## src/rtl/param_thermo_counter.sv

```systemverilog
// rtl/param_thermo_counter.sv - mod-MODULUS counter with prescaler, bounce mode and thermometer output
//
// Purpose: clock-enable prescaler (DIV cycles per step) driving a mod-MODULUS
// counter with hold/up/down/bounce modes and a saturating synchronous load.
// The count is also presented as a thermometer code for an LED bank.
//
// Ports:
//   clk          - system clock, rising edge
//   reset        - asynchronous active-low reset
//   en           - run enable; 0 freezes prescaler and counter
//   load         - synchronous load strobe (beats stepping)
//   in           - load value, clamped to MODULUS-1
//   mode         - 00 hold, 01 up, 10 down, 11 bounce
//   count        - registered count, always < MODULUS
//   thermo_count - bit i set when count > i
//   tick         - one-cycle pulse after each prescaler rollover
//   wrap         - one-cycle pulse on wrap-around or bounce reversal
module param_thermo_counter #(
    parameter int WIDTH   = 4,
    parameter int MODULUS = 10,
    parameter int DIV     = 50_000_000
) (
    input  logic                    clk,
    input  logic                    reset,
    input  logic                    en,
    input  logic                    load,
    input  logic [WIDTH-1:0]        in,
    input  logic [1:0]              mode,
    output logic [WIDTH-1:0]        count,
    output logic [(2**WIDTH)-2:0]   thermo_count,
    output logic                    tick,
    output logic                    wrap
);

    // A 1-bit prescaler still works for DIV = 1: it sits at 0, which is
    // also its last value, so every enabled cycle is a step.
    localparam int PW = (DIV > 1) ? $clog2(DIV) : 1;
    localparam logic [PW-1:0]    PRESC_LAST = PW'(DIV - 1);
    localparam logic [WIDTH-1:0] CNT_LAST   = WIDTH'(MODULUS - 1);
    // One extra bit so MODULUS = 2**WIDTH is representable for the clamp.
    localparam logic [WIDTH:0]   MOD_EXT    = (WIDTH + 1)'(MODULUS);

    localparam logic [1:0] MODE_UP     = 2'b01;
    localparam logic [1:0] MODE_DOWN   = 2'b10;
    localparam logic [1:0] MODE_BOUNCE = 2'b11;

    typedef enum logic {
        DIR_UP   = 1'b0,
        DIR_DOWN = 1'b1
    } dir_e;

    logic [PW-1:0]    presc_q, presc_d;
    logic [WIDTH-1:0] count_q, count_d;
    dir_e             dir_q, dir_d;
    logic             tick_q, tick_d;
    logic             wrap_q, wrap_d;

    always_comb begin
        presc_d = presc_q;
        count_d = count_q;
        dir_d   = dir_q;
        tick_d  = 1'b0;
        wrap_d  = 1'b0;

        if (load) begin
            // Load restarts the step period; direction is kept.
            presc_d = '0;
            count_d = ({1'b0, in} < MOD_EXT) ? in : CNT_LAST;
        end else if (en) begin
            if (presc_q == PRESC_LAST) begin
                presc_d = '0;
                tick_d  = 1'b1;
                case (mode)
                    MODE_UP: begin
                        if (count_q == CNT_LAST) begin
                            count_d = '0;
                            wrap_d  = 1'b1;
                        end else begin
                            count_d = count_q + 1'b1;
                        end
                    end
                    MODE_DOWN: begin
                        if (count_q == '0) begin
                            count_d = CNT_LAST;
                            wrap_d  = 1'b1;
                        end else begin
                            count_d = count_q - 1'b1;
                        end
                    end
                    MODE_BOUNCE: begin
                        // Reversal steps away from the end value in the same
                        // edge, so the end value is shown for one period only.
                        if (dir_q == DIR_UP) begin
                            if (count_q == CNT_LAST) begin
                                count_d = CNT_LAST - 1'b1;
                                dir_d   = DIR_DOWN;
                                wrap_d  = 1'b1;
                            end else begin
                                count_d = count_q + 1'b1;
                            end
                        end else begin
                            if (count_q == '0) begin
                                count_d = WIDTH'(1);
                                dir_d   = DIR_UP;
                                wrap_d  = 1'b1;
                            end else begin
                                count_d = count_q - 1'b1;
                            end
                        end
                    end
                    default: ;
                endcase
            end else begin
                presc_d = presc_q + 1'b1;
            end
        end
    end

    always_ff @(posedge clk or negedge reset) begin
        if (!reset) begin
            presc_q <= '0;
            count_q <= '0;
            dir_q   <= DIR_UP;
            tick_q  <= 1'b0;
            wrap_q  <= 1'b0;
        end else begin
            presc_q <= presc_d;
            count_q <= count_d;
            dir_q   <= dir_d;
            tick_q  <= tick_d;
            wrap_q  <= wrap_d;
        end
    end

    for (genvar i = 0; i < (2**WIDTH) - 1; i++) begin : g_thermo
        localparam logic [WIDTH-1:0] IDX = WIDTH'(i);
        assign thermo_count[i] = (count_q > IDX);
    end

    assign count = count_q;
    assign tick  = tick_q;
    assign wrap  = wrap_q;

endmodule
```

## config.mk

```make
export PLATFORM = sky130hd
export DESIGN_NAME = param_thermo_counter
export DESIGN_NICKNAME = d
export VERILOG_FILES = /design/src/rtl/param_thermo_counter.sv
export SDC_FILE = /design/constraint.sdc
export NUM_CORES = 1
export LEC_CHECK = 0
export ABC_AREA = 1
export ABC_CLOCK_PERIOD_IN_PS = 2900
export BUFFER_PORTS_ARGS = -buffer_cell sky130_fd_sc_hd__clkbuf_2
export CORE_MARGIN = 2
export CORE_UTILIZATION = 62
export DETAILED_ROUTE_END_ITERATION = 16
export PLACE_DENSITY = 0.93
export SLEW_MARGIN = 15
export SYNTH_ARGS = -nofsm -noshare
export SYNTH_HDL_FRONTEND = slang
export SYNTH_SLANG_ARGS = --single-unit
```

## constraint.sdc

```tcl
create_clock -name clk -period 2.9 [get_ports clk]
set_clock_uncertainty 0.1 [all_clocks]
set_input_delay 0.29 -clock clk [delete_from_list [all_inputs] [get_ports clk]]
set_output_delay 0.29 -clock clk [all_outputs]
set_load 0.05 [all_outputs]
```

# Word level (Yosys, flattened, before mapping)
# Index checks and enable logic that the tools add are counted.
totals:
  ff_bits: 33
  latch_bits: 0
  ram_bits: 0
  romBits: 0
  inputBits: 10
  out_inout_bits: 21
  elab_cells: 61
  mem_count: 0
op_classes:
  addsub: 3
  n_mul: 0
  div: 0
  n_lt_le_gt_ge: 16
  n_eq_ne: 5
  n_shift: 0
  n_mux: 25
  bitwise_logic: 1
  reduce_logical: 6
ops:
  columns: ["operator", "n"]
  rows:
  - ["$mux W26", 3]
  - ["$mux W4", 9]
  - ["$gt A4 B4 Y1 const B", 7]
  - ["$add A26 B1 Y26 const B", 1]
  - ["$eq A26 B26 Y1 const B", 1]
  - ["$gt A4 B3 Y1 const B", 4]
  - ["$pmux W4 S3", 1]
  - ["$mux W1", 11]
  - ["$gt A4 B1 Y1 const B", 2]
  - ["$gt A4 B2 Y1 const B", 2]
  - ["$add A4 B1 Y4 const B", 1]
  - ["$eq A2 B2 Y1 const B", 2]
  - ["$eq A4 B4 Y1 const B", 1]
  - ["$logic_not A4 Y1", 1]
  - ["$lt A4 B4 Y1 const B", 1]
  - ["$reduce_and A4 Y1", 1]
  - ["$reduce_bool A2 Y1", 2]
  - ["$reduce_bool A4 Y1", 1]
  - ["$sub A4 B1 Y4 const B", 1]
  - ["$pmux W1 S3", 1]
  - ["$reduce_and A3 Y1", 1]
  - ["$eq A2 B1 Y1 const B", 1]
  - ["$not A1 Y1", 1]

# Logic depth before layout (Yosys ltp)
# Gate-level depths: netlist of run 1.
depth:
  depth_word: 7
  depth_mapped: 12
  depth_no_buf: 12

# Least setup slack after synthesis of run 1
# No wires, ideal clock.
synth_timing:
  kind: "register -> output"
  start: "register count_q[2] (netlist: count[2])"
  end: "output thermo_count[5]"
  arrival_ns: 1.959
  setup_slack_ns: 0.551
  path_stages_with_launch: 3
  n_path_buf: 0
  path_cell_list: "dfrtp_1 inv_1 o21ai_0"
synth_between:
  elab_chain_cells: 1
synth_rtl:
  columns: ["element", "line", "source"]
  rows:
  - ["start: declaration", "53", "logic [WIDTH-1:0] count_q, count_d;"]
  - ["start signal: assignment", "128", "count_q <= count_d;"]
  - ["$gt A4 B3 Y1", "137", "assign thermo_count[i] = (count_q > IDX);"]
  - ["end: declaration", "30", "output logic [(2**WIDTH)-2:0] thermo_count,"]
# No other way between the ends.

# Worst setup path in the final report of run 1
layout_timing:
  start: "register count_q[0] (netlist: count[0])"
  end: "output thermo_count[9]"
layout_between:
  elab_chain_cells: 1
layout_rtl:
  columns: ["element", "line"]
  rows:
  - ["$gt A4 B4 Y1", "137"]
# No other way between the ends.

==> metrics.yaml, run 1 <==
fin_nets: 394
drt-initial-drc-count: 211
clkLatencyLatePin_ns: 0.29
critical_path_class: "flop to output port"
cts-resized-gates: 0
setup_tns_ns: 0
required_ns: 2.51
max-cap-violations: 0
holdCritPathClass: "input pin to asynchronous set/reset pin"
drc: 0
combPwrFrac: 0.258
p_seq_frac: 0.413
die_width_um: 64.84
ys_seq_area_frac: 0.3599
vias: 2390
initial_utilization: 0.6364
grt_max_degree: 34
max_freq_ghz: 0.4923
swShare: 0.3691
viasPerCell: 5.532
cts_root_buffer: "clkbuf_8"
min_period_over_period: 0.7004
synthDistinctLibCells: 31
rows: 22
multiInputGateArea_mm2: 0.001272
diodes: 0
io_pins: 31
wl_per_cell_um: 13.13
fill_cells: 292
p_total_w: 0.001187
numClockSinks: 33
dp_hpwl_mm: 4.293
avgSynthCellArea_um2: 6.538
syn_to_final_growth_pct: 12.05
violations: "negative hold slack"
cts_made_buffers: 5
grt_usage: 0.2991
drtPass1Iterations: 7
status: "finished with violations"
hold_slack_ns: -0.02007
p_sw_w: 0.0004380
routabilityCongestion: 0.9198
regArea_um2: 825.8
relSlewSlack: 0.4538
io_buffer_count: 30
tightest_slew_ns: 0.8192
leakage_nw: 1.284
die_area_mm2: 0.004204
hold_viol_final: 33
wl_mm: 5.673
htree_levels: 2
crit_arrival_ns: 1.64
synth_nets: 362
rsz0062_at_grt: "false"
cp-start-kind: "flop"
finish.utilization: 0.7130
slew_violations: 0
fin_cells: 432
synth-seq-cells: 33
dpl.cell_count: 424
grt.overflow.total: 0
p_int_w: 0.0007485
post_cts_buffers: 0
syn_inst: 351
grt_pass1_vias: 2181
cp_max_fo: 7
grt_pass1_wl_mm: 9.804
p_per_area_mw_per_mm2: 461.5
setup_viol: 0
cts_hold_buf: 0
syn_area_mm2: 0.002295
end_kind: "output port"
die_y_um: 64.84
ir_drop_v: 0.0004365
fp.coreArea_mm2: 0.003606
yosys_warnings: 0
clkPwrFrac: 0.329
cts_tree: "yes"
drive_gt1_frac: 0.1589
drtAntennaViolNets: 0
post-route-min-period_ns: 2.031
clk_pin_slew_ns: 0.07
antenna_found_initial: 0
cts_buffer_depth: 2
[power by group through the flow]
stage                     clock, W  combinational [W]  sequential (W)
after floorplan                  0           0.000208        0.000521
after detailed placement         0           0.000305        0.000498
after global placement           0           0.000301        0.000497
final                     0.000391           0.000306        0.000490
after global routing      0.000411           0.000334        0.000492
after CTS                 0.000391           0.000306        0.000489
[layout by cell type, fill, tap and decap left out, drive strengths merged, types with 8 or more instances in the layout]
| cell type | instances |
|---|---|
| nand2 | 113 |
| dfrtp | 33 |
| clkbuf | 37 |
| a21oi | 9 |
| o21ai | 8 |
| nor2 | 71 |
| nand3 | 30 |
| nand4 | 8 |
| nor3 | 14 |
| inv | 43 |
[worst paths after layout]
| check | startpoint | to | slack (ns) | cells after the start |
|---|---|---|---|---|
| worst max-delay path | count[0]$_DFFE_PN0P_ | thermo_count[9] | 0.87 | 5 |
| worst min-delay path | reset | presc_q[12]$_DFFE_PN0P_ | -0.02 | 1 |
| worst max register to register | presc_q[17]$_DFFE_PN0P_ | presc_q[18]$_DFFE_PN0P_ | 1.01 | 9 |
| worst min register to register | presc_q[1]$_DFFE_PN0P_ | presc_q[1]$_DFFE_PN0P_ | 0.43 | 2 |
| max in group asynchronous | reset | wrap$_DFF_PN0_ | 2.20 | 1 |
| min in group clk | load | tick$_DFF_PN0_ | 0.21 | 2 |
[metal layers]
metal	wire length, um	vias up	track usage	share of wire
li1	-	1167	-	-
met4	136	0	0.09574	0.024
met5	0	-	0	0
met1	2429	1088	0.3941	0.43
met2	2701	113	0.4781	0.48
met3	406	22	0.08160	0.072
[kinds of logic after synthesis]
| logic type | share of synthesized area |
|---|---|
| DFF | 0.3599 |
| buffers and inverters | 0.08560 |
| AOI/OAI and AO/OA | 0.05398 |
| xor gates and xnor gates | 0.02290 |
| and+or+nand+nor | 0.4722 |
| adders and majority gates | 0.005452 |
[per-stage QoR]
stage                     area [um2]  hold WS [ns]  worst slack (ns)
after floorplan                 2295       -0.1056            0.5507
after global placement          2470        0.3126             1.118
after detailed placement        2470        0.3195             1.074
after CTS                       2571       0.01554            0.8968
after global routing            2571       0.05311            0.7237
final                           2571      -0.02007            0.8687
[cell usage after synthesis]
library cell,number,area share
nand2_1,107,0.18
nor2_1,63,0.10
inv_1,40,0.065
dfrtp_1,33,0.36
nand3_1,29,0.063
nor3_1,12,0.026
a21oi_1,9,0.020
o21ai_0,8,0.017
nand2_2,6,0.016
nand4_1,6,0.016
nor2_2,4,0.011
nor2_4,4,0.020
xor2_1,4,0.015
inv_2,3,0.0049
and2_1,2,0.0055
buf_6,2,0.0098
nand4_2,2,0.011
nor3_2,2,0.0087
o21bai_1,2,0.0065
xnor2_1,2,0.0076
a22oi_1,1,0.0033
and3_1,1,0.0027
buf_1,1,0.0016
buf_2,1,0.0022
clkbuf_1,1,0.0016
ha_1,1,0.0055
nand3_4,1,0.0076
nand3b_1,1,0.0033
o211ai_1,1,0.0033
o41ai_1,1,0.0038
or2_2,1,0.0027
[flip-flops by register name, indices dropped and copies added, names as in the netlist]
register,cells
tick,1
count,4
presc_q,26
wrap,1
dir_q,1
[final cells by class]
cell class,count,share of cell area
multi-input cells,270,0.4949
flip-flops and latches,33,0.3212
inverters,43,0.06277
repair buffers,30,0.05839
clock buffers,7,0.03747
well taps,48,0.02336
clock inverters,1,0.001946
[worst max-delay path: stages, from the launching register on]
cell and delay [ns]:
dfrtp_1 0.46, nor2_1 0.31, nand2_1 0.17, nand2_1 0.13
nor2_1 0.05, clkbuf_2 0.23
No activity file was read; power rests on OpenSTA's default activity.
==> run 2: changes to the inputs <==
--- a/config.mk
+++ b/config.mk
@@ -5,13 +5,13 @@
 export SDC_FILE = /design/constraint.sdc
 export NUM_CORES = 1
 export LEC_CHECK = 0
-export ABC_AREA = 1
-export ABC_CLOCK_PERIOD_IN_PS = 2900
+export ABC_AREA = 0
+export ABC_CLOCK_PERIOD_IN_PS = 1890
 export BUFFER_PORTS_ARGS = -buffer_cell sky130_fd_sc_hd__clkbuf_2
 export CORE_MARGIN = 2
-export CORE_UTILIZATION = 62
+export CORE_UTILIZATION = 57
 export DETAILED_ROUTE_END_ITERATION = 16
-export PLACE_DENSITY = 0.93
+export PLACE_DENSITY = 0.87
 export SLEW_MARGIN = 15
 export SYNTH_ARGS = -nofsm -noshare
 export SYNTH_HDL_FRONTEND = slang
==> constraint.sdc (replaced) <==
create_clock -name clk -period 1.89 [get_ports clk]
set_clock_uncertainty 0.1 [all_clocks]
set_input_delay 0.189 -clock clk [delete_from_list [all_inputs] [get_ports clk]]
set_output_delay 0.189 -clock clk [all_outputs]
set_load 0.05 [all_outputs]
==> run 2 against run 1 <==
Compared with the run above:
- the run ends with negative setup slack left
- clock power grew 87%
- sequential power grew 53%
- highest routed layer unchanged
- register-to-register slack lost 1.4 ns
- largest power group unchanged
- first-iteration DRC count grew to 2.6 times the previous value
- total power grew 59%
- hold slack gained 0.10 ns
==> metrics.yaml, run 2 <==
status: "finished with violations"
violations: "negative setup slack"
crit_end: "presc_q[10]$_DFFE_PN0P_"
cts_root_buffer: "clkbuf_8"
hold_depth: 3
viasPerCell: 7.244
io_pins: 31
clk_pin_slew_ns: 0.08
wl_mm: 9.650
setup_viol: 35
grt_usage: 0.3613
htree_levels: 2
hold_slack_ns: 0.08278
synth_mux_area_frac: 0.01445
yosys-top-cells-area: "dfrtp_1 (37%), nand2_1 (5.3%), xor2_1 (5.1%)"
fp.coreArea_mm2: 0.003716
regArea_um2: 833.3
crit_arrival_ns: 2.35
rsz0062_at_grt: "true"
die_area_mm2: 0.004468
cts_buffer_depth: 2
synth_edf_count: 0
largest_reg_flops: 26
fin_nets: 351
routabilityCongestion: 1.045
multiInputGateArea_mm2: 0.001633
ys.flop_type: "dfrtp_1"
end_kind: "flop"
syn_inst: 266
synth_most_common_cell: "dfrtp_1"
grt.overflow.total: 0
top_layer_used: "met4"
grt_pass1_wl_mm: 11.76
wl_met1_mm: 3.332
min_period_over_period: 1.199
final_cell_mix: "buf_4 (46), clkbuf_2 (30), nand2_1 (29), dfrtp_1 (27), nor2_1 (17)"
required_ns: 1.97
place_ws_ns: -0.2774
syn_area_mm2: 0.002251
grt_max_degree: 17
dr_wl_met3_mm: 1.220
post-route-min-period_ns: 2.267
leakage_nw: 1.408
io_buffer_count: 30
met2_length_mm: 4.403
drive_gt1_frac: 0.4633
holdCritPathClass: "input pin to flop"
wl_per_cell_um: 24.81
tightest_slew_ns: 0.4840
slowest_stage: "or4_4"
ys_seq_area_frac: 0.3669
slew_violations: 0
final_common_cell: "buf_4"
rows: 22
rr_worst_depth: 7
worstPathCellList: "or4_4 > nor4_4 > buf_4 > buf_6 > a21oi_2 > o211ai_1 > o41ai_2"
synth-compound-area-share: 0.1523
cp-start-kind: "flop"
hold_viol_final: 0
fill_cells: 158
fin_cells: 389
synth-seq-cells: 33
die_width_um: 66.84
dpl.cell_count: 371
drc: 0
dp_hpwl_mm: 4.628
drtPass1Iterations: 8
syn_to_final_growth_pct: 45.58
synth_top_family_by_area: "simple AND/OR/NAND/NOR gates"
cpPeakStageDelay_ns: 0.56
diodes: 0
r2r-end: "presc_q[10]$_DFFE_PN0P_"
die_y_um: 66.84
finalWorstSetupSlack_ns: -0.3767
ir_drop_v: 0.0005603
synth_top_area_frac: 0.3669
antenna_found_initial: 0
avgSynthCellArea_um2: 8.462
critPathLaunch: "presc_q[18]$_DFFE_PN0P_"
synthArstFlopShare: 1.000
numClockSinks: 33
cts_made_buffers: 5
p_per_area_mw_per_mm2: 576.7
synth_top_cell_by_area: "dfrtp_1"
synthXorXnorAreaFrac: 0.07004
relSlewSlack: 0.6764
rr_startpoint: "presc_q[18]$_DFFE_PN0P_"
synthDistinctLibCells: 51
max-cap-violations: 0
synth_fa_ha_area_frac: 0.005559
clkLatencyLatePin_ns: 0.31
grt_pass1_vias: 2323
yosys_warnings: 0
initial_utilization: 0.6057
cp_max_fo: 3
critical_path_class: "flop to flop"
synthTopCellsByCount: "dfrtp_1 (33), nand2_1 (32), nor2_1 (27)"
cts_tree: "yes"
synth-simple-area-share: 0.3307
drt-initial-drc-count: 546
drtAntennaViolNets: 0
synth_nets: 277
max_freq_ghz: 0.4412
vias: 2818
largest_register: "presc_q"
reg2reg_setup_slack_ns: -0.38
run 2: layer usage:
metal  vias to the layer above  track usage
met5                         -            0
met4                         0       0.2168
met3                        87      0.09122
met2                       321       0.5588
met1                      1293       0.4533
li1                       1117            -
run 2: worst min-delay path by stage:
stage | startpoint | endpoint
2_1_floorplan | reset | count[0]$_DFFE_PN0P_
3_3_place_gp | reset | presc_q[14]$_DFFE_PN0P_
3_5_place_dp | reset | wrap$_DFF_PN0_
4_1_cts | in[0] | count[0]$_DFFE_PN0P_
5_1_grt | in[0] | count[0]$_DFFE_PN0P_
6_report | in[0] | count[0]$_DFFE_PN0P_
run 2: through the flow:
step | utilization | total power (W) | instance area (um2) | setup TNS (ns)
final | 0.8818 | 0.001890 | 3277 | -6.370
after global routing | 0.8818 | 0.001925 | 3277 | -7.884
after CTS | 0.7875 | 0.001816 | 2927 | -1.228
after detailed placement | 0.7360 | 0.001121 | 2735 | -2.109
after global placement | 0.7360 | 0.001112 | 2735 | -1.608
after floorplan | - | 0.001018 | 2292 | -1.190
run 2: repair_timing:
item,CTS,global route
hold buffers,1,0
setup buffers,0,8
endpoints found under the hold margin,33,0
endpoints found under the setup margin,21,35
pin swaps,8,26
resized for setup,15,61
cloned,0,1
run 2: worst max-delay path: cells and delay by family, from the launching register on:
kind / cells / cell delay (ns)
compound gates: 3 / 0.50
flops: 1 / 0.39
simple gates: 2 / 0.83
buf+inv: 2 / 0.30
run 2: power breakdown:
group          internal, W  switching (W)  total [W]
registers         0.000717      0.0000315   0.000748
logic             0.000110       0.000301   0.000411
clock network     0.000429       0.000302   0.000731
run 2: cell type report:
class                   instances  share of cell area
repair buffers                 84              0.1810
clock inverters                 2             0.01145
clock buffers                   6             0.02520
multi-input cells             206              0.4983
flip-flops and latches         33              0.2543
inverters                      10             0.01145
well taps                      48             0.01833
run 2: cell families (layout without fill, tap and decap cells):
kind of cell             after synthesis  in the layout
adder cells (fa/ha/maj)                1              1
flip-flops                            33             33
XOR/XNOR                              18             18
AND/OR/NAND/NOR                      133            133
multiplexers                           3              3
AO/OA/AOI/OAI                         51             51
buffers and inverters                 27            102
